===== src/rtl/out_channel.sv =====
// Output channel: circular buffer fed by the executor "out" strobe and drained by a
// valid/ready consumer. It tracks occupancy, a running word total and a sticky drop flag.
module out_channel #(
  parameter int MemoryElementWidth = 12,
  parameter int NOut               = 8
) (
  input  logic                          clock,
  input  logic                          reset,
  input  logic                          clear,
  input  logic                          outWrite,
  input  logic [MemoryElementWidth-1:0] outData,
  output logic                          outReady,
  output logic                          readValid,
  output logic [MemoryElementWidth-1:0] readData,
  input  logic                          readReady,
  output logic [$clog2(NOut+1)-1:0]     count,
  output logic [31:0]                   written,
  output logic                          overflow
);

  localparam int CW = $clog2(NOut + 1);
  localparam int PW = $clog2(NOut);

  typedef enum logic [1:0] {
    EMPTY,
    ACTIVE,
    FULL
  } state_t;

  logic [MemoryElementWidth-1:0] mem [NOut];
  logic [PW-1:0]                 out_mem_pos;
  logic [PW-1:0]                 read_pos;
  state_t                        state;
  logic                          do_read;
  logic                          do_write;

  // Pointers wrap explicitly because NOut need not be a power of two.
  function automatic logic [PW-1:0] next_pos(input logic [PW-1:0] p);
    return (p == PW'(NOut - 1)) ? '0 : p + PW'(1);
  endfunction

  // NOTE: always_comb assigns a default first so no path can leave state unassigned (no latch).
  always_comb begin
    state = ACTIVE;
    if (count == '0)
      state = EMPTY;
    else if (count == CW'(NOut))
      state = FULL;
  end

  assign readValid = (state != EMPTY);
  assign do_read   = readValid && readReady;
  // A full buffer still accepts a write when the same edge frees the oldest slot.
  assign outReady  = (state != FULL) || do_read;
  assign do_write  = outWrite && outReady;
  assign readData  = readValid ? mem[read_pos] : '0;

  // NOTE: the storage array has no reset; count and readValid hide stale contents,
  // and leaving it unreset lets it map onto plain RAM.
  always_ff @(posedge clock) begin
    if (do_write && !clear)
      mem[out_mem_pos] <= outData;
  end

  // NOTE: sequential state uses non-blocking assignments so every register sees
  // pre-edge values of the others.
  always_ff @(posedge clock or negedge reset) begin
    if (!reset) begin
      out_mem_pos <= '0;
      read_pos    <= '0;
      count       <= '0;
      written     <= '0;
      overflow    <= 1'b0;
    end else if (clear) begin
      out_mem_pos <= '0;
      read_pos    <= '0;
      count       <= '0;
      written     <= '0;
      overflow    <= 1'b0;
    end else begin
      if (do_write) begin
        out_mem_pos <= next_pos(out_mem_pos);
        written     <= written + 32'd1;
      end
      if (do_read)
        read_pos <= next_pos(read_pos);
      if (outWrite && !outReady)
        overflow <= 1'b1;
      case ({do_write, do_read})
        2'b10:   count <= count + CW'(1);
        2'b01:   count <= count - CW'(1);
        default: count <= count;
      endcase
    end
  end

endmodule


===== config.mk =====
export PLATFORM = sky130hd
export DESIGN_NAME = out_channel
export DESIGN_NICKNAME = d
export VERILOG_FILES = /design/src/rtl/out_channel.sv
export SDC_FILE = /design/constraint.sdc
export NUM_CORES = 1
export LEC_CHECK = 0
export ABC_AREA = 1
export BUFFER_PORTS_ARGS = -buffer_cell sky130_fd_sc_hd__buf_2
export CAP_MARGIN = 20
export CORE_ASPECT_RATIO = 1.5
export CORE_MARGIN = 4
export CORE_UTILIZATION = 59
export DETAILED_ROUTE_END_ITERATION = 7
export PLACE_DENSITY_LB_ADDON = 0.12
export SLEW_MARGIN = 20
export SYNTH_ARGS = -nofsm -noshare
export SYNTH_HDL_FRONTEND = slang
export SYNTH_SLANG_ARGS = --single-unit

===== constraint.sdc =====
create_clock -name clock -period 2.7 [get_ports clock]
set_input_delay 0.54 -clock clock [delete_from_list [all_inputs] [get_ports clock]]
set_output_delay 0.54 -clock clock [all_outputs]
set_load 0.05 [all_outputs]

# After elaboration in Yosys (flattened, before gate mapping)
# Memories as Yosys holds them, arrays and structs flattened.
# Index checks and enable logic that the tools add are counted.
# classes
n_addsub	5
eq_ne	6
muxes	17
reduce_logical	13
# op_table
op	n
$mux 32	2
$add 32x1->32 const B	1
$mux 3	6
$mux 12	1
$pmux 4 s2	1
$reduce_bool 2->1	4
$add 3x1->3 const B	2
$eq 3x3->1 const B	2
$add 4x1->4 const B	1
$eq 4x4->1 const B	1
$logic_and 1x1->1	4
$logic_not 4->1	1
$mux 1	4
$mux 2	2
$mux 4	1
$sub 4x1->4 const B	1
$reduce_bool 3->1	1
$eq 2x1->1 const B	1
$eq 2x2->1 const B	1
$logic_not 1->1	2
$ne 2x2->1 const B	1
$logic_or 1x1->1	1
# totals
register_bits	43
mem_bits_rw	96
in_bits	17
out_inout_bits	51
elab_cells	47
memories	1
# mem_list
memory	depth	word_bits	rd	rd_ports_with_merged_regs	wr	line	source
mem	8	12	1	0	1	30	logic [MemoryElementWidth-1:0] mem [NOut];

# Logic depth before layout (Yosys ltp)
# Gate-level depths: netlist of the first run.
# depth
depth_word	10
ltp_mapped	13
depth_no_buf	13

# Worst setup path after synthesis of the first run
# No wires, ideal clock.
# synth_timing
kind	reg2out
from	reg count[0]
to	out readData[10]
arrival_ns	2.539
required_ns	2.160
slack_ns	-0.379
stages_incl_launch_ff	6
n_path_buf	1
cell_sequence	dfrtp_1 nor2_4 nand3_2 inv_1 clkbuf_1 nor3_1
# synth_between
elab_chain_len	5
elab_cells_between_ends	6
cone_classes	eq/ne (1); mux (3); reduce/logical (2)
# synth_lines
element	line	source
start: declaration	16	output logic [$clog2(NOut+1)-1:0] count,
start signal: assignment	90	2'b10: count <= count + CW'(1);
start signal: assignment	91	2'b01: count <= count - CW'(1);
start signal: assignment	92	default: count <= count;
$eq 4x4->1	47	else if (count == CW'(NOut))
$mux 2	47	
$mux 2 (*)	45	if (count == '0)
$reduce_bool 2->1 (*)	51	assign readValid = (state != EMPTY);
net readValid	13	output logic readValid,
$mux 12 (*)	56	assign readData = readValid ? mem[read_pos] : '0;
end: declaration	14	output logic [MemoryElementWidth-1:0] readData,
# The timed path passes the listed nets; every way through them passes the cells marked *.

# Final worst setup path of the first run
# layout_timing
from	reg read_pos[0]
to	out readData[1]
# layout_between
elab_chain_len	2
# layout_lines
element	line	source
start: declaration	32	logic [PW-1:0] read_pos;
start signal: assignment	86	read_pos <= next_pos(read_pos);
$mem_v2 8x12	--	
$mux 12	56	
# Every way passes these cells.

==> results of run 1 <==
-- routing by layer --
metal,vias to the layer above,GRT usage [%],part of all wire [%]
met5,-,0,0
met4,0,13.6,3.7
met3,44,6.12,4.4
met2,166,46.7,54
met1,2511,28.4,38
li1,2538,-,-
-- critical path, stage by stage, from the launching register on --
cell and delay [ns]:
dfrtp_1 0.38, buf_4 0.31, nor2_1 0.09, o21ai_0 0.17
a21oi_1 0.10, nor3_1 0.24, clkbuf_4 0.30
-- registers in the layout, indices dropped and copies added, names as in the netlist --
| register | count |
|---|---|
| count | 4 |
| mem | 96 |
| out_mem_pos | 3 |
| overflow | 1 |
| read_pos | 3 |
| written | 32 |
-- what timing repair did --
| item | CTS | global route |
|---|---|---|
| hold endpoints to repair | 11 | 0 |
| setup endpoints to repair | 0 | 1 |
| hold buffers | 1 | 0 |
| buffers inserted | 0 | 0 |
| resized for setup | 0 | 2 |
-- cell usage after synthesis --
master,count,share of area [%]
nand2_1,190,11
nor2_1,116,6.6
edfxtp_1,96,44
dfrtp_1,43,16
nand3_1,43,3.3
inv_1,40,2.3
a21oi_1,33,2.5
o21ai_0,32,2.4
nand4_1,16,1.5
nor3_1,16,1.2
buf_2,11,0.83
o21ai_1,9,0.68
clkbuf_1,7,0.40
ha_1,7,1.3
inv_2,6,0.34
nor2_4,6,1.0
nor2_2,5,0.47
buf_4,4,0.45
nand3_2,4,0.61
xor2_1,4,0.53
nand2_2,3,0.28
a31oi_1,2,0.19
clkbuf_2,2,0.15
nand2_4,2,0.34
nand3b_1,2,0.23
a21oi_2,1,0.13
a22o_1,1,0.13
a41oi_1,1,0.13
buf_6,1,0.17
fa_1,1,0.30
nand2_8,1,0.30
nand3_4,1,0.27
o22ai_1,1,0.095
o31ai_1,1,0.11
-- cell usage in the layout (no fill, tap or decap), drive strengths merged --
| cell type | n |
|---|---|
| o31ai | 1 |
| inv | 48 |
| o21ai | 41 |
| nor2 | 127 |
| nor3 | 16 |
| a21oi | 34 |
| dfrtp | 43 |
| nand4 | 16 |
| xor2 | 4 |
| ha | 7 |
| edfxtp | 96 |
| clkbuf | 19 |
| nand2 | 196 |
| dlygate4sd3 | 1 |
| a41oi | 1 |
| a22o | 1 |
| nand3 | 48 |
| o22ai | 1 |
| fa | 1 |
| nand3b | 2 |
| clkinvlp | 6 |
| buf | 83 |
| a31oi | 2 |
| clkinv | 5 |
| bufinv | 1 |
-- worst paths after layout --
kind	start	end	slack (ns)	cells after the start
worst max-delay path	read_pos[0]	readData[1]	0.16	6
worst min-delay path	outData[10]	mem[6][10]	0.39	1
worst max register to register	count[0]	count[3]	0.64	13
worst min register to register	overflow	overflow	0.50	2
max in group asynchronous	reset	written[29]	1.45	3
min in group asynchronous	reset	written[7]	0.53	2
-- stage by stage --
| step | TNS (ns) | setup WS (ns) | hold WS (ns) | std cells | area, µm² |
|---|---|---|---|---|---|
| 5_1_grt | 0 | 0.0284 | 0.383 | 947 | 7700 |
| 2_1_floorplan | -4.13 | -0.379 | 0.244 | 708 | 6610 |
| 4_1_cts | 0 | 0.102 | 0.382 | 947 | 7700 |
| 6_report | 0 | 0.161 | 0.390 | 947 | 7700 |
| 3_3_place_gp | 0 | 0.633 | 0.425 | 914 | 7130 |
| 3_5_place_dp | 0 | 0.608 | 0.426 | 914 | 7130 |
-- layout make-up --
cell class | instances | area share (%)
inverters | 46 | 2.24
flip-flops and latches | 139 | 51.4
clock buffers | 18 | 5.57
clock inverters | 14 | 1.61
well taps | 147 | 2.39
repair buffers | 85 | 6.38
multi-input cells | 498 | 30.4
-- kinds of logic (layout without fill, tap and decap cells) --
group	after synthesis	after routing	share of synthesized area (%)
simple gates	405	405	26.9
flops	139	139	59.9
compound gates	81	81	6.40
buf+inv	71	163	4.62
fa+ha+maj	8	8	1.63
xor+xnor	4	4	0.530
-- where the power goes --
group,internal [mW],total [mW],leakage [nW],switching (mW)
clock,1.26,2.15,0.252,0.886
sequential,2.35,2.42,1.46,0.0682
combinational,0.498,2.03,1.46,1.53
total,4.12,6.60,3.18,2.49
==> flow_metrics.tcl, run 1 <==
set metrics [dict create \
    clk_latency_ns 0.41 \
    maxSlewHeadroom_pct 64.9 \
    cts_tree "built" \
    grt_start_max_net_pins 37 \
    drt-initial-drc-count 203 \
    drtAntennaViolNets 0 \
    hold_violations 0 \
    die_area_um2 13000 \
    ys_ff_latch 139 \
    cp-end-kind "output pin" \
    multi_input_area_um2 2340 \
    period_needed_ns 2.54 \
    n_fill_cell 860 \
    dieWidth_um 94.4 \
    utilization_pct 70.0 \
    peakVddDrop_uv 446 \
    grt.total_usage_pct 26.1 \
    layout-area-overhead-vs-synth_pct 16.6 \
    n_antenna_cell 0 \
    clkTransAtPathRegs_ns 0.06 \
    fp.dieH_um 138 \
    worst_pin_slew_ns 0.526 \
    initial_core_util_pct 60.1 \
    cp_max_fo 28 \
    wl_um 15900 \
    crit_type "flip-flop to output pin" \
    clk_path_buf_depth 2 \
    yosysUniqueCellTypes 34 \
    rsz0062_at_grt "false" \
    grt_pass1_vias 5241 \
    syn-cell-area_um2 6610 \
    wl_per_cell_um 16.8 \
    cts_max_level 4 \
    hold_path.class "primary input to flip-flop" \
    gp_congestion 0.948 \
    cp.arrival_ns 2.00 \
    num-nets-final 812 \
    clock_sinks 139 \
    syn_nets 733 \
    avgSynthCellArea_um2 9.33 \
    drc_errors 0 \
    power_leakage_nw 3.18 \
    status "finished, final reports clean" \
    antenna_found_initial 0 \
    setup_violations 0 \
    slew_violations 0 \
    clockRootBuffer "clkbuf_16" \
    yosys_warnings 0 \
    num_vias 5259 \
    worstPathRequired_ns 2.16 \
    p_per_area_nw_per_um2 857 \
    core.rowCount 47 \
    coreArea_um2 11000 \
    skew_ns 0.00794 \
    fmax_ghz 0.394 \
    worst_setup_path_start_kind "flip-flop" \
    grt_pass1_wl_um 25400 \
    min_period_over_period_pct 94.0 \
    vias_per_cell 5.55 \
    cts_buffers 17 \
    power_mw 6.60 \
    drtPass1Iterations 6 \
    drive_gt1_share_pct 17.9 \
    portBuffers 67 \
    syn_inst 708 \
    overflow 0 \
    regArea_um2 3960 \
    cap_violations 0 \
    ys_seq_area_share_pct 59.9 \
    hpwl_um 10700 \
    io-pin-count 68 \
]
Note: power is estimated with default switching activity, not from simulation.
==> inputs of run 2 (changes only) <==
--- a/config.mk
+++ b/config.mk
@@ -10,7 +10,7 @@
 export CAP_MARGIN = 20
 export CORE_ASPECT_RATIO = 1.5
 export CORE_MARGIN = 4
-export CORE_UTILIZATION = 59
+export CORE_UTILIZATION = 50
 export DETAILED_ROUTE_END_ITERATION = 7
 export PLACE_DENSITY_LB_ADDON = 0.12
 export SLEW_MARGIN = 20
==> flow_metrics.tcl, run 2 (same netlist as run 1, synthesis figures left out) <==
set metrics [dict create \
    clk_latency_ns 0.41 \
    grt_pass1_wl_um 25500 \
    worstPathCellList "buf_4 > inv_1 > buf_4 > nand3_1 > a21oi_1 > nor3_1 > buf_2" \
    die_area_um2 15200 \
    crit_type "flip-flop to output pin" \
    vias_per_cell 5.44 \
    num-nets-final 814 \
    period_needed_ns 2.56 \
    worst_setup_path_start_kind "flip-flop" \
    worstPathRequired_ns 2.16 \
    cts_tree "built" \
    final_cell_mix "190 x nand2_1, 116 x nor2_1, 96 x edfxtp_1, 65 x buf_2" \
    holdWs_ns 0.0190 \
    startpoint "read_pos[1]" \
    utilization_pct 60.2 \
    coreArea_um2 13000 \
    hold_violations 0 \
    maxSlewHeadroom_pct 62.5 \
    fp.dieH_um 149 \
    grt_busiest_layer "met2" \
    gp_congestion 0.885 \
    reg_top3 "mem (96), written (32), count (4)" \
    num_vias 5235 \
    skew_ns 0.00881 \
    initial_core_util_pct 51.0 \
    worst_pin_slew_ns 0.562 \
    grt.total_usage_pct 22.2 \
    slew_violations 0 \
    largest_reg_flops 96 \
    cp.arrival_ns 2.02 \
    cp_slowest_cell "dfrtp_1" \
    wl_per_cell_um 16.6 \
    cp_max_fo 15 \
    power_leakage_nw 3.23 \
    p_per_area_nw_per_um2 882 \
    grt_start_max_net_pins 51 \
    drive_gt1_share_pct 18.2 \
    fmax_ghz 0.390 \
    r2r_start "count[0]" \
    grt_use_met2_pct 40.7 \
    cp_slowest_stage_delay_ns 0.35 \
    critPathMostFrequentCell "buf_4" \
    hpwl_um 11100 \
    wl_um 16000 \
    clk_path_buf_depth 2 \
    hold_path.class "primary input to async pin" \
    met3_usage_pct 4.35 \
    cap_violations 0 \
    clockRootBuffer "clkbuf_16" \
    drc_errors 0 \
    cp-end-kind "output pin" \
    clkTransAtPathRegs_ns 0.06 \
    finalSetupTns_ns 0 \
    largest_register "mem" \
    overflow 0 \
    dieWidth_um 102 \
    reg2reg_depth 13 \
    antenna_found_initial 1 \
    core.rowCount 51 \
    cts_buffers 17 \
    layout-area-overhead-vs-synth_pct 18.0 \
    clock_sinks 139 \
    rsz0062_at_grt "true" \
    post_cts_buffers 0 \
    portBuffers 67 \
    drt-initial-drc-count 223 \
    drtAntennaViolNets 0 \
    final_common_cell "nand2_1" \
    io-pin-count 68 \
    min_period_over_period_pct 94.9 \
    grt_pass1_vias 5261 \
    met1_usage_pct 24.3 \
    setup_violations 0 \
    status "finished, final reports clean" \
    cts_max_level 4 \
    drtPass1Iterations 5 \
    peakVddDrop_uv 442 \
]
run 2: cell count changes in the layout (fill, tap and decap cells not counted), sizes merged:
cell	delta
clkbuf	+1
diode	+1
bufinv	+3
dlygate4sd3	-1
buf	+2
clkinvlp	-5
clkinv	+2
run 2: metrics by stage:
stage | setup slack [ns] | instances | instance area, µm² | total power [mW]
detailed placement | 0.460 | 929 | 7160 | 4.48
floorplan | -0.379 | 708 | 6610 | 4.00
global route | -0.0142 | 962 | 7800 | 7.20
finish | 0.137 | 962 | 7800 | 6.88
CTS | 0.00622 | 961 | 7780 | 6.91
global placement | 0.469 | 929 | 7160 | 4.44
run 2: worst max-delay path, delay by kind of cell, from the launching register on:
kind,cells,cell delay [ns]
AO/OA/AOI/OAI,1,0.06
buffers and inverters,4,0.83
flip-flops,1,0.35
AND/OR/NAND/NOR,2,0.38
run 2: layout make-up:
cell class / instances / area [µm²]
clock buffers: 18 / 429
diodes: 1 / 2.50
repair buffers: 87 / 498
flip-flops and latches: 139 / 3960
inverters: 46 / 175
multi-input cells: 498 / 2340
well taps: 159 / 199
clock inverters: 14 / 194
fillers: 1137 / 5150
run 2: layer usage:
layer	wire (µm)	share of wire, %
met1	5920	37
met2	8750	55
met3	794	5.0
met4	541	3.4
met5	0	0
run 2: final timing paths:
check                                to  slack [ns]
hold / removal               written[9]        0.02
max in group asynchronous   written[22]        2.12
min in group clock            mem[3][7]        0.40
setup reg to reg               count[3]        0.68
setup / recovery           readData[11]        0.14
hold reg to reg                overflow        0.52
run 2: what timing repair did:
action / in CTS / in global routing
setup endpoints to repair: 0 / 10
hold buffers: 0 / 0
hold endpoints to repair: 0 / 0
gates resized for setup: 0 / 7
run 2: power breakdown:
group	internal (mW)	switching [mW]
sequential	2.35	0.0725
combinational	0.512	1.52
clock	1.55	0.874
==> inputs of run 3 (changes only) <==
==> constraint.sdc (replaced) <==
create_clock -name clock -period 3.25 [get_ports clock]
set_input_delay 0.65 -clock clock [delete_from_list [all_inputs] [get_ports clock]]
set_output_delay 0.65 -clock clock [all_outputs]
set_load 0.05 [all_outputs]
==> flow_metrics.tcl, run 3 (same netlist as run 1, synthesis figures left out) <==
set metrics [dict create \
    final_cell_mix "190 x nand2_1, 116 x nor2_1, 96 x edfxtp_1, 67 x buf_2" \
    p_per_area_nw_per_um2 713 \
    clkTransAtPathRegs_ns 0.06 \
    largest_reg_flops 96 \
    multi_input_area_um2 2340 \
    grt_pass1_wl_um 25800 \
    fmax_ghz 0.355 \
    wl_met3_um 852 \
    slew_violations 0 \
    drt-initial-drc-count 204 \
    clock_sinks 139 \
    clk_latency_ns 0.42 \
    portBuffers 67 \
    cp_max_fo 50 \
    drc_errors 0 \
    worst_setup_path_start_kind "flip-flop" \
    n_antenna_cell 0 \
    core.rowCount 51 \
    cts_tree "built" \
    coreArea_um2 13000 \
    cp.arrival_ns 2.17 \
    status "finished, final reports clean" \
    antenna_found_initial 0 \
    gp_congestion 0.903 \
    cap_violations 0 \
    clk_path_buf_depth 2 \
    utilization_pct 59.2 \
    ctsHoldBuffers 0 \
    maxSlewHeadroom_pct 33.6 \
    drt-met1-wl_um 6080 \
    initial_core_util_pct 51.0 \
    num-nets-final 807 \
    drive_gt1_share_pct 17.6 \
    worstPathRequired_ns 2.60 \
    num_vias 5093 \
    grt_pass1_vias 5289 \
    cts_max_level 4 \
    finalSetupTns_ns 0 \
    wl_um 15900 \
    cp-end-kind "output pin" \
    skew_ns 0.00909 \
    io-pin-count 68 \
    largest_register "mem" \
    fp.dieH_um 149 \
    hpwl_um 10900 \
    layout-area-overhead-vs-synth_pct 16.0 \
    cts_buffers 17 \
    min_period_over_period_pct 86.8 \
    clockRootBuffer "clkbuf_16" \
    worst_pin_slew_ns 0.997 \
    grt_start_max_net_pins 51 \
    postCtsResizedCells 0 \
    hold_violations 0 \
    grt.total_usage_pct 22.3 \
    crit_type "flip-flop to output pin" \
    regArea_um2 3960 \
    drtPass1Iterations 5 \
    vias_per_cell 5.34 \
    post_cts_buffers 0 \
    peakVddDrop_uv 392 \
    overflow 0 \
    die_area_um2 15200 \
    rsz0062_at_grt "false" \
    dieWidth_um 102 \
    n_fill_cell 1116 \
    final_common_cell "nand2_1" \
    setup_violations 0 \
    wl_met2_um 8460 \
    wl_per_cell_um 16.7 \
    reg_top3 "mem (96), written (32), count (4)" \
    hold_path.class "primary input to async pin" \
    period_needed_ns 2.82 \
    drtAntennaViolNets 0 \
    power_leakage_nw 3.16 \
    highest_layer "met4" \
]
==> run 3: cell count changes in the layout (fill, tap and decap cells not counted), sizes merged <==
cell | previous run | this run
clkinv | 7 | 8
diode | 1 | 0
inv | 48 | 46
clkinvlp | 1 | 3
buf | 85 | 80
bufinv | 4 | 1
==> run 3: power by group <==
| group | internal [mW] | switching, mW | leakage (nW) |
|---|---|---|---|
| logic | 0.386 | 1.26 | 1.43 |
| clock network | 1.08 | 0.720 | 0.271 |
| registers | 1.96 | 0.0563 | 1.46 |
==> run 3: path summary, 6_finish.rpt <==
| path | startpoint | to | slack [ns] | cells past startpoint |
|---|---|---|---|---|
| worst min register to register | overflow | overflow | 0.52 | 2 |
| min in group clock | outData[8] | mem[5][8] | 0.50 | 1 |
| worst min-delay path | reset | count[1] | 0.39 | 1 |
| worst max-delay path | read_pos[0] | readData[11] | 0.43 | 6 |
| max in group asynchronous | reset | written[19] | 2.23 | 1 |
| worst max register to register | count[0] | mem[5][6] | 1.21 | 7 |
==> run 3: through the flow <==
stage	cells	cell area, µm²	hold WS [ns]	setup WS [ns]	total power, mW
CTS	954	7660	0.428	0.401	5.51
global route	954	7660	0.458	0.247	5.72
global placement	922	7110	0.491	0.909	3.68
floorplan	708	6610	0.354	0.0606	3.32
finish	954	7660	0.392	0.430	5.46
detailed placement	922	7110	0.517	0.863	3.71
==> run 3: worst max-delay path, cell delays in order, from the launching register on <==
cell and delay, ns:
dfrtp_1 0.35, buf_4 0.46, nor2_1 0.09, o21ai_0 0.18, a21oi_1 0.12, nor3_1 0.24
buf_2 0.31
==> run 3: area by class of cell <==
cell class / instances / area share [%]
clock buffer: 20 / 5.96
clock inverter: 12 / 1.31
inverter: 46 / 2.25
multi-input combinational: 498 / 30.6
sequential: 139 / 51.7
tap: 159 / 2.60
timing repair buffer: 80 / 5.65
==> run 3: metal layers <==
layer | GRT usage [%] | vias to the layer above
li1 | - | 2523
met1 | 25.4 | 2384
met2 | 39.0 | 152
met3 | 4.77 | 34
met4 | 11.1 | 0
met5 | 0 | -
